`src/rtl/apb_regs_mixed.sv`:
```
// ---------------------------------------------------------------------------
// apb_regs_mixed
//   APB slave register file with a per-register access mode, byte strobes,
//   a fixed number of wait states and an error response on illegal accesses.
//   Sits between an APB demux port and peripheral control/status logic.
//
// Ports
//   pclk_i       clock
//   preset_ni    synchronous reset, active low
//   paddr_i      APB address
//   psel_i       APB select
//   penable_i    APB enable
//   pwrite_i     1 = write, 0 = read
//   pwdata_i     write data
//   pstrb_i      byte strobes for writes
//   pready_o     transfer complete (combinational from state)
//   prdata_o     read data, non-zero only in the pready cycle of a good read
//   pslverr_o    error response, only in the pready cycle
//   base_addr_i  base address of register 0, 4-byte aligned
//   reg_init_i   per-register reset values
//   reg_d_i      per-register HW value (RO read / W1C set / RWHW load)
//   hw_set_i     per-register HW strobe (W1C set, RWHW load)
//   reg_q_o      register contents
//   reg_wr_o     one-cycle pulse, the cycle after a committed SW write
// ---------------------------------------------------------------------------
module apb_regs_mixed #(
    parameter int unsigned NoApbRegs    = 16,
    parameter int unsigned ApbAddrWidth = 32,
    parameter int unsigned ApbDataWidth = 32,
    parameter int unsigned RegDataWidth = 32,
    parameter int unsigned WaitCycles   = 0,
    parameter logic [NoApbRegs-1:0][1:0] RegMode = {NoApbRegs{2'b01}}
) (
    input  logic                                      pclk_i,
    input  logic                                      preset_ni,
    input  logic [ApbAddrWidth-1:0]                   paddr_i,
    input  logic                                      psel_i,
    input  logic                                      penable_i,
    input  logic                                      pwrite_i,
    input  logic [ApbDataWidth-1:0]                   pwdata_i,
    input  logic [ApbDataWidth/8-1:0]                 pstrb_i,
    output logic                                      pready_o,
    output logic [ApbDataWidth-1:0]                   prdata_o,
    output logic                                      pslverr_o,
    input  logic [ApbAddrWidth-1:0]                   base_addr_i,
    input  logic [NoApbRegs-1:0][RegDataWidth-1:0]    reg_init_i,
    input  logic [NoApbRegs-1:0][RegDataWidth-1:0]    reg_d_i,
    input  logic [NoApbRegs-1:0]                      hw_set_i,
    output logic [NoApbRegs-1:0][RegDataWidth-1:0]    reg_q_o,
    output logic [NoApbRegs-1:0]                      reg_wr_o
);

    localparam logic [1:0] ModeRo   = 2'd0;
    localparam logic [1:0] ModeRw   = 2'd1;
    localparam logic [1:0] ModeW1c  = 2'd2;
    localparam logic [1:0] ModeRwhw = 2'd3;

    typedef enum logic {
        IDLE,
        ACCESS
    } state_e;

    state_e                                   state_q, state_d;
    logic [3:0]                               cnt_q, cnt_d;
    // Full-width word offset so out-of-range (and below-base) addresses
    // are detectable rather than aliased onto a valid register.
    logic [ApbAddrWidth-1:0]                  idx_q, idx_d;
    logic                                     write_q, write_d;
    logic [NoApbRegs-1:0][RegDataWidth-1:0]   reg_q_q, reg_q_d;
    logic [NoApbRegs-1:0]                     reg_wr_q, reg_wr_d;

    logic [NoApbRegs-1:0]                     sel;
    logic [1:0]                               sel_mode;
    logic [RegDataWidth-1:0]                  rd_data;
    logic                                     done;
    logic                                     err;
    logic [NoApbRegs-1:0]                     sw_we;
    logic [RegDataWidth-1:0]                  wr_mask;
    logic [RegDataWidth-1:0]                  wr_data;

    // Expand byte strobes to a bit mask over the register width.
    function automatic logic [RegDataWidth-1:0] strb_mask(
        input logic [ApbDataWidth/8-1:0] strb
    );
        logic [RegDataWidth-1:0] m;
        for (int k = 0; k < int'(RegDataWidth); k++) begin
            m[k] = strb[k/8];
        end
        return m;
    endfunction

    // Decode of the latched index and response generation.
    always_comb begin
        sel      = '0;
        sel_mode = ModeRw;
        rd_data  = '0;
        for (int i = 0; i < int'(NoApbRegs); i++) begin
            if (idx_q == ApbAddrWidth'(i)) begin
                sel[i]   = 1'b1;
                sel_mode = RegMode[i];
                rd_data  = (RegMode[i] == ModeRo) ? reg_d_i[i] : reg_q_q[i];
            end
        end
        err       = (sel == '0) || (write_q && (sel_mode == ModeRo));
        done      = (state_q == ACCESS) && psel_i && penable_i && (cnt_q == 4'd0);
        pready_o  = done;
        pslverr_o = done && err;
        prdata_o  = (done && !err && !write_q) ? ApbDataWidth'(rd_data) : '0;
        sw_we     = (done && !err && write_q) ? sel : '0;
    end

    // Transfer FSM.
    always_comb begin
        state_d = state_q;
        cnt_d   = cnt_q;
        idx_d   = idx_q;
        write_d = write_q;
        unique case (state_q)
            IDLE: begin
                if (psel_i && !penable_i) begin
                    state_d = ACCESS;
                    cnt_d   = 4'(WaitCycles);
                    idx_d   = (paddr_i - base_addr_i) >> 2;
                    write_d = pwrite_i;
                end
            end
            ACCESS: begin
                if (psel_i && penable_i) begin
                    if (cnt_q != 4'd0) begin
                        cnt_d = cnt_q - 4'd1;
                    end else begin
                        state_d = IDLE;
                    end
                end else begin
                    // Master dropped the transfer: abort without response.
                    state_d = IDLE;
                end
            end
            default: state_d = IDLE;
        endcase
    end

    // Register next state: SW commit merged with HW set/load.
    always_comb begin
        reg_q_d  = reg_q_q;
        reg_wr_d = sw_we;
        wr_mask  = strb_mask(pstrb_i);
        wr_data  = pwdata_i[RegDataWidth-1:0];
        for (int i = 0; i < int'(NoApbRegs); i++) begin
            unique case (RegMode[i])
                ModeRw: begin
                    if (sw_we[i]) begin
                        reg_q_d[i] = (reg_q_q[i] & ~wr_mask) | (wr_data & wr_mask);
                    end
                end
                ModeW1c: begin
                    // Clear first, then OR in the HW set so a set wins per bit.
                    if (sw_we[i]) begin
                        reg_q_d[i] = reg_q_q[i] & ~(wr_data & wr_mask);
                    end
                    if (hw_set_i[i]) begin
                        reg_q_d[i] = reg_q_d[i] | reg_d_i[i];
                    end
                end
                ModeRwhw: begin
                    // HW load first, then SW overrides only the strobed bytes.
                    if (hw_set_i[i]) begin
                        reg_q_d[i] = reg_d_i[i];
                    end
                    if (sw_we[i]) begin
                        reg_q_d[i] = (reg_q_d[i] & ~wr_mask) | (wr_data & wr_mask);
                    end
                end
                default: reg_q_d[i] = reg_q_q[i];
            endcase
        end
    end

    always_ff @(posedge pclk_i) begin
        if (!preset_ni) begin
            state_q  <= IDLE;
            cnt_q    <= '0;
            idx_q    <= '0;
            write_q  <= 1'b0;
            reg_q_q  <= reg_init_i;
            reg_wr_q <= '0;
        end else begin
            state_q  <= state_d;
            cnt_q    <= cnt_d;
            idx_q    <= idx_d;
            write_q  <= write_d;
            reg_q_q  <= reg_q_d;
            reg_wr_q <= reg_wr_d;
        end
    end

    assign reg_q_o  = reg_q_q;
    assign reg_wr_o = reg_wr_q;

endmodule
```
`config.mk`:
```
export PLATFORM = sky130hd
export DESIGN_NAME = apb_regs_mixed
export DESIGN_NICKNAME = d
export VERILOG_FILES = /design/src/rtl/apb_regs_mixed.sv
export SDC_FILE = /design/constraint.sdc
export NUM_CORES = 2
export LEC_CHECK = 0
export CELL_PAD_IN_SITES_DETAIL_PLACEMENT = 1
export CELL_PAD_IN_SITES_GLOBAL_PLACEMENT = 1
export CORE_AREA = 2 2 670 672
export CTS_CLUSTER_DIAMETER = 120
export DETAILED_ROUTE_END_ITERATION = 7
export DIE_AREA = 0 0 672 674
export PLACE_DENSITY = 0.3
export SLEW_MARGIN = 15
export SYNTH_ARGS = -nofsm -noshare
export SYNTH_HDL_FRONTEND = slang
export SYNTH_SLANG_ARGS = --single-unit
```
`constraint.sdc`:
```
create_clock -name pclk_i -period 6.88 [get_ports pclk_i]
set_clock_uncertainty 0.05 [all_clocks]
set_input_delay 0.688 -clock pclk_i [delete_from_list [all_inputs] [get_ports pclk_i]]
set_output_delay 0.688 -clock pclk_i [all_outputs]
set_load 0.005 [all_outputs]
```
# Yosys cells after proc, flatten, opt, wreduce, memory -nomap -nowiden
# Index checks and enable logic that the tools add are counted.
# word_totals
reg_bits,564
input_bits,1145
output_inout_bits,562
elab_cells,169
# classes
addsub,2
eq_ne,34
muxes,59
n_bitwise,35
reduce_logical,18
# ops
op,n
$mux 32,33
$and 32x32->32,17
$mux 512,1
$or 32x32->32,16
$eq 30x4->1 const B,8
$eq 30x3->1 const B,4
$eq 30x2->1 const B,2
$ne 2x1->1 const B,18
$logic_not 32->1,1
$not 32->32,1
$sub 32x32->32,1
$eq 30x1->1 const B,1
$mux 1,19
$logic_not 16->1,1
$mux 16,1
$mux 4,3
$logic_and 1x1->1,9
$pmux 4 s2,1
$logic_not 4->1,1
$reduce_bool 4->1,1
$sub 4x1->4 const B,1
$logic_not 1->1,3
$reduce_and 3->1,1
$ne 2x2->1 const B,1
other kinds (3),3

# Depth between registers and ports, before layout
# logic_depth
word_depth,18
mapped_depth,14

# Least setup slack after synthesis
# Ideal clock, no wire load.
# synth_timing
path_type,register to output
start,reg idx_q[29]
end,out prdata_o[1]
arrival_ns,2.618
t_required_ns,6.142
slack_ns,3.524
stages_incl_launch_ff,13
cell_sequence,dfxtp_1 -> nor4_4 -> nand3_4 -> or4_1 -> buf_4 -> nor2_4 -> buf_6 -> a22oi_1 -> nand3_1 -> o2111ai_1 -> a21oi_1 -> mux2i_1 -> a2111oi_1
# synth_between
elab_chain_len,18
# synth_lines
element,line,rtl
"start, declared",67,"logic [ApbAddrWidth-1:0] idx_q, idx_d;"
"start signal, assigned",190,idx_q <= idx_d;
$logic_not 32->1,98,if (idx_q == ApbAddrWidth'(i)) begin
$mux 32 (16 in series),98,
$mux 32 (*),108,prdata_o = (done && !err && !write_q) ? ApbDataWidth'(rd_data) : '0;
"end, declared",43,"output logic [ApbDataWidth-1:0] prdata_o,"
# Mark *: on every way between the ends. The rest lies on a longest branch, timed or not.

# Final worst setup path
# layout_timing
start,reg idx_q[29]
end,out prdata_o[12]
# The elaborated chain is that of the path after synthesis.

==> summary.md <==
| Metric | Value |
|---|---|
| Status | finished, final reports clean |
| Post-route setup slack | 0.231 ns |
| Number of enable flip-flop cells after synthesis | 512 |
| Synthesized instance count | 2735 |
| Initial antenna violation count | 132 |
| Relative max-transition margin | 21.1% |
| Flop-to-flop setup slack | 2.54 ns |
| Worst Min Path Start | preset_ni |
| Largest area contributor in the netlist | edfxtp_1 |
| Detailed Routing Iterations Pass 1 | 6 |
| Max-slew violations | 0 |
| Netlist Area Pre-Place | 0.0277 sq mm |
| Clk pin slew, worst setup/hold paths | 0.05 ns |
| Hold WC Path Type | primary input to register |
| Via Count | 29.1k |
| FMAX | 0.150 GHz |
| Syn_area_per_cell | roughly 10 sq um |
| Longest Clk Path Bufs | 4 |
| IO Count | around 1.7k |
| Post-Syn Nets | 3911 |
| #FFs+latches synth | 564 |
| Max rail drop VDD | 0.000179 V |
| Worst-Margin Slew | 1.18 ns |
| Vias in the first global route | 30.4k |
| Fin crit share | 96.6% |
| Cell count after placement | 9833 |
| Root buf cell | clkbuf_16 |
| Crit Path Category | register to primary output |
| Final nets | 5155 |
| Fin area | 0.0508 sq mm |
| DIE AREA | 0.453 sq mm |
| Register area share after synthesis | between 50 and 60% |
| Pre-CTS setup slack | approximately 0.51 ns |
| Placer Congestion | 0.811 |
| Wire length per cell | 33.7 um |
| WP data arrival | 5.91 ns |
| Met1 wire length | 139000 um |
| Largest family of logic cells by synthesized area | compound AO/OA/AOI/OAI gates |
| Top FF cell, synth | edfxtp_1 |
| Detail Placement HPWL | 287000 um |
| Clk sinks | 564 |
| DRC violations left | 0 |
| Setup Viol. Count Final | 0 |
| FP Rows | 246 |
| Critical path capture point type | primary output |
| Ys Warns | 0 |
| Synthesis-to-layout area growth | 83.2% |
| Hold depth | 2 |
| TritonCTS clock tree | built |
| Setup TNS | 0 ns |
| Antenna-violating nets left | 0 |
| Pwr/cell area | 227 mW/mm^2 |
| Placed cell area | 0.0478 sq mm |
| Cts bufs inserted | 93 |
| Simple-Gate Fraction of Synth Area | 5.81% |
| Grt total ovfl | 0 |
| Vias per std cell | 2.90 |
| Final WL | 339000 um |
| Largest net degree at the start of global routing | 151 |
| Min cycle time layout | roughly 6.6 ns |
| CP Data Required Time | between 6 and 7 ns |
| Mux contribution to synthesized area | under 10% |
| Crit path max fanout | 7 |
| Chip Height | 674 um |
| Post-route insts no fill | 10.0k |
| Initial Util | 6.21% |
| Max-cap check violation count | 0 |
| Global-route usage over all layers | between 10% and 20% |
| Max Used Layer | met5 |
| First-pass GRT wire length | 410000 um |
| Startpoint Class | register |
| Total power | 11.5 mW |
| Met3 WL | 27300 um |
| Hold path endpoint | idx_q[3]$_SDFFE_PN0P_ |
| RR Startpoint | idx_q[29]$_SDFFE_PN0P_ |
| Core ar. | 0.447 sq mm |
| Synth area leaders | edfxtp_1 55%, o21ai_0 12%, inv_1 7.5% |
| Synth Area in Adders | 1.40% |
| Final Hold Viols | 0 |
| Routed wl met2 | 164000 um |
| Leakage | between 15 and 20 nW |
| FF-to-FF path depth | 8 |
| Post-Synth XOR/XNOR Area | 0.948% |
| RSZ-0062 raised after global routing | true |
| Skew-Pair Late Insertion Delay | 0.81 ns |
| Compound-Gate Fraction of Synth Area | 21.0% |
| Die W | 672 um |
| Htree depth | 3 |
| Post-synth ARST share | 0% |
| Synth top area share | 55.4% |
| Port buffer count | 1178 |
| Ratio of cells with drive above 1 in the final layout | 9.51% |
| Synth cell types | 73 |
| Initial DRC count | between 2k and 2.5k |
power breakdown:
group / switching [mW] / internal, mW
combinational: 1.34 / 0.993
sequential: 0.398 / 4.11
clock: 2.00 / 2.68
worst max path at each step:
| stage | startpoint | end | slack [ns] | cells after the start |
|---|---|---|---|---|
| after floorplan | idx_q[29]$_SDFFE_PN0P_ | prdata_o[1] | 3.52 | 12 |
| after global placement | idx_q[29]$_SDFFE_PN0P_ | prdata_o[0] | 0.49 | 12 |
| after detailed placement | idx_q[29]$_SDFFE_PN0P_ | prdata_o[7] | 0.51 | 11 |
| after CTS | idx_q[29]$_SDFFE_PN0P_ | prdata_o[0] | -0.11 | 12 |
| after global routing | idx_q[16]$_SDFFE_PN0P_ | prdata_o[2] | -0.03 | 14 |
| final | idx_q[29]$_SDFFE_PN0P_ | prdata_o[12] | 0.23 | 13 |
critical path, stage by stage (launching register included):
cell and delay (ns):
dfxtp_1 0.36, nor4_4 0.51, nand3_4 0.24, nor4b_4 0.33, buf_4 0.20, nand2_1 0.53
buf_4 0.40, o22ai_1 0.59, a211oi_1 0.29, o21ai_0 0.21, o21ai_0 0.23, a311o_1 0.32
o21ai_0 0.09, clkdlybuf4s50_1 0.73
final cells by class:
type | instances | area, sq um
clock buffer | 111 | 2460
clock inverter | 54 | 407
inverter | 551 | 2070
tap | 5952 | 7450
multi-input combinational | 1435 | 8850
antenna | 37 | 92.6
fill | 52000 | 396000
sequential | 564 | 16400
timing repair buffer | 1334 | 13100
cell usage after synthesis (13+ instances only):
| master | instances |
|---|---|
| a211oi_1 | 20 |
| a21oi_1 | 54 |
| a221oi_1 | 14 |
| a222oi_1 | 23 |
| a22oi_1 | 41 |
| and2_1 | 20 |
| clkbuf_1 | 167 |
| dfxtp_1 | 52 |
| edfxtp_1 | 512 |
| ha_1 | 31 |
| inv_1 | 551 |
| mux2i_1 | 31 |
| nand2_1 | 130 |
| nand3_1 | 18 |
| nand4_1 | 13 |
| nor2_1 | 81 |
| o21ai_0 | 684 |
| o22ai_1 | 60 |
| xnor2_1 | 13 |
| xor2_1 | 17 |
layer usage:
layer / global-route usage [%] / vias up
met2: 25.1 / 1408
met4: 2.55 / 82
met3: 4.47 / 305
met1: 17.4 / 15100
li1: - / 12200
met5: 0 / -
stage by stage:
| step | util (%) | hold WS, ns |
|---|---|---|
| after floorplan | - | 0.370 |
| after global placement | 10.7 | 0.400 |
| after detailed placement | 10.7 | 0.401 |
| after CTS | 11.4 | 0.283 |
| after global routing | 11.4 | 0.315 |
| final | 11.4 | 0.348 |
layout by cell type (no fill, tap or decap), types with 18 or more instances in the layout:
cell type	count
dfxtp_1	50
a22oi_1	41
o21ai_1	48
edfxtp_1	512
nand2_1	119
a21oi_1	54
a222oi_1	23
clkinv_1	20
nor2_1	71
inv_1	551
ha_1	31
buf_4	151
o21ai_2	21
clkbuf_16	94
o22ai_1	59
o21ai_0	626
mux2i_1	29
clkdlybuf4s50_1	1174
and2_1	18
diode_2	37
cell families (layout without fill, tap and decap cells):
| group | count (synthesis) | count (layout) |
|---|---|---|
| XOR/XNOR | 30 | 30 |
| multiplexers | 38 | 38 |
| AND/OR/NAND/NOR | 328 | 328 |
| adder cells (fa/ha/maj) | 31 | 31 |
| buffers and inverters | 736 | 2050 |
| flip-flops | 564 | 564 |
| AO/OA/AOI/OAI | 1008 | 1008 |
| other | 0 | 37 |
repair_timing:
item                       CTS  global route
pin swaps                    1             0
hold endpoints to repair     0             0
buffers inserted             3             0
hold buffers                 0             0
gates resized for setup      6             0
setup endpoints to repair   11             2
Note: power is estimated with default switching activity, not from simulation.
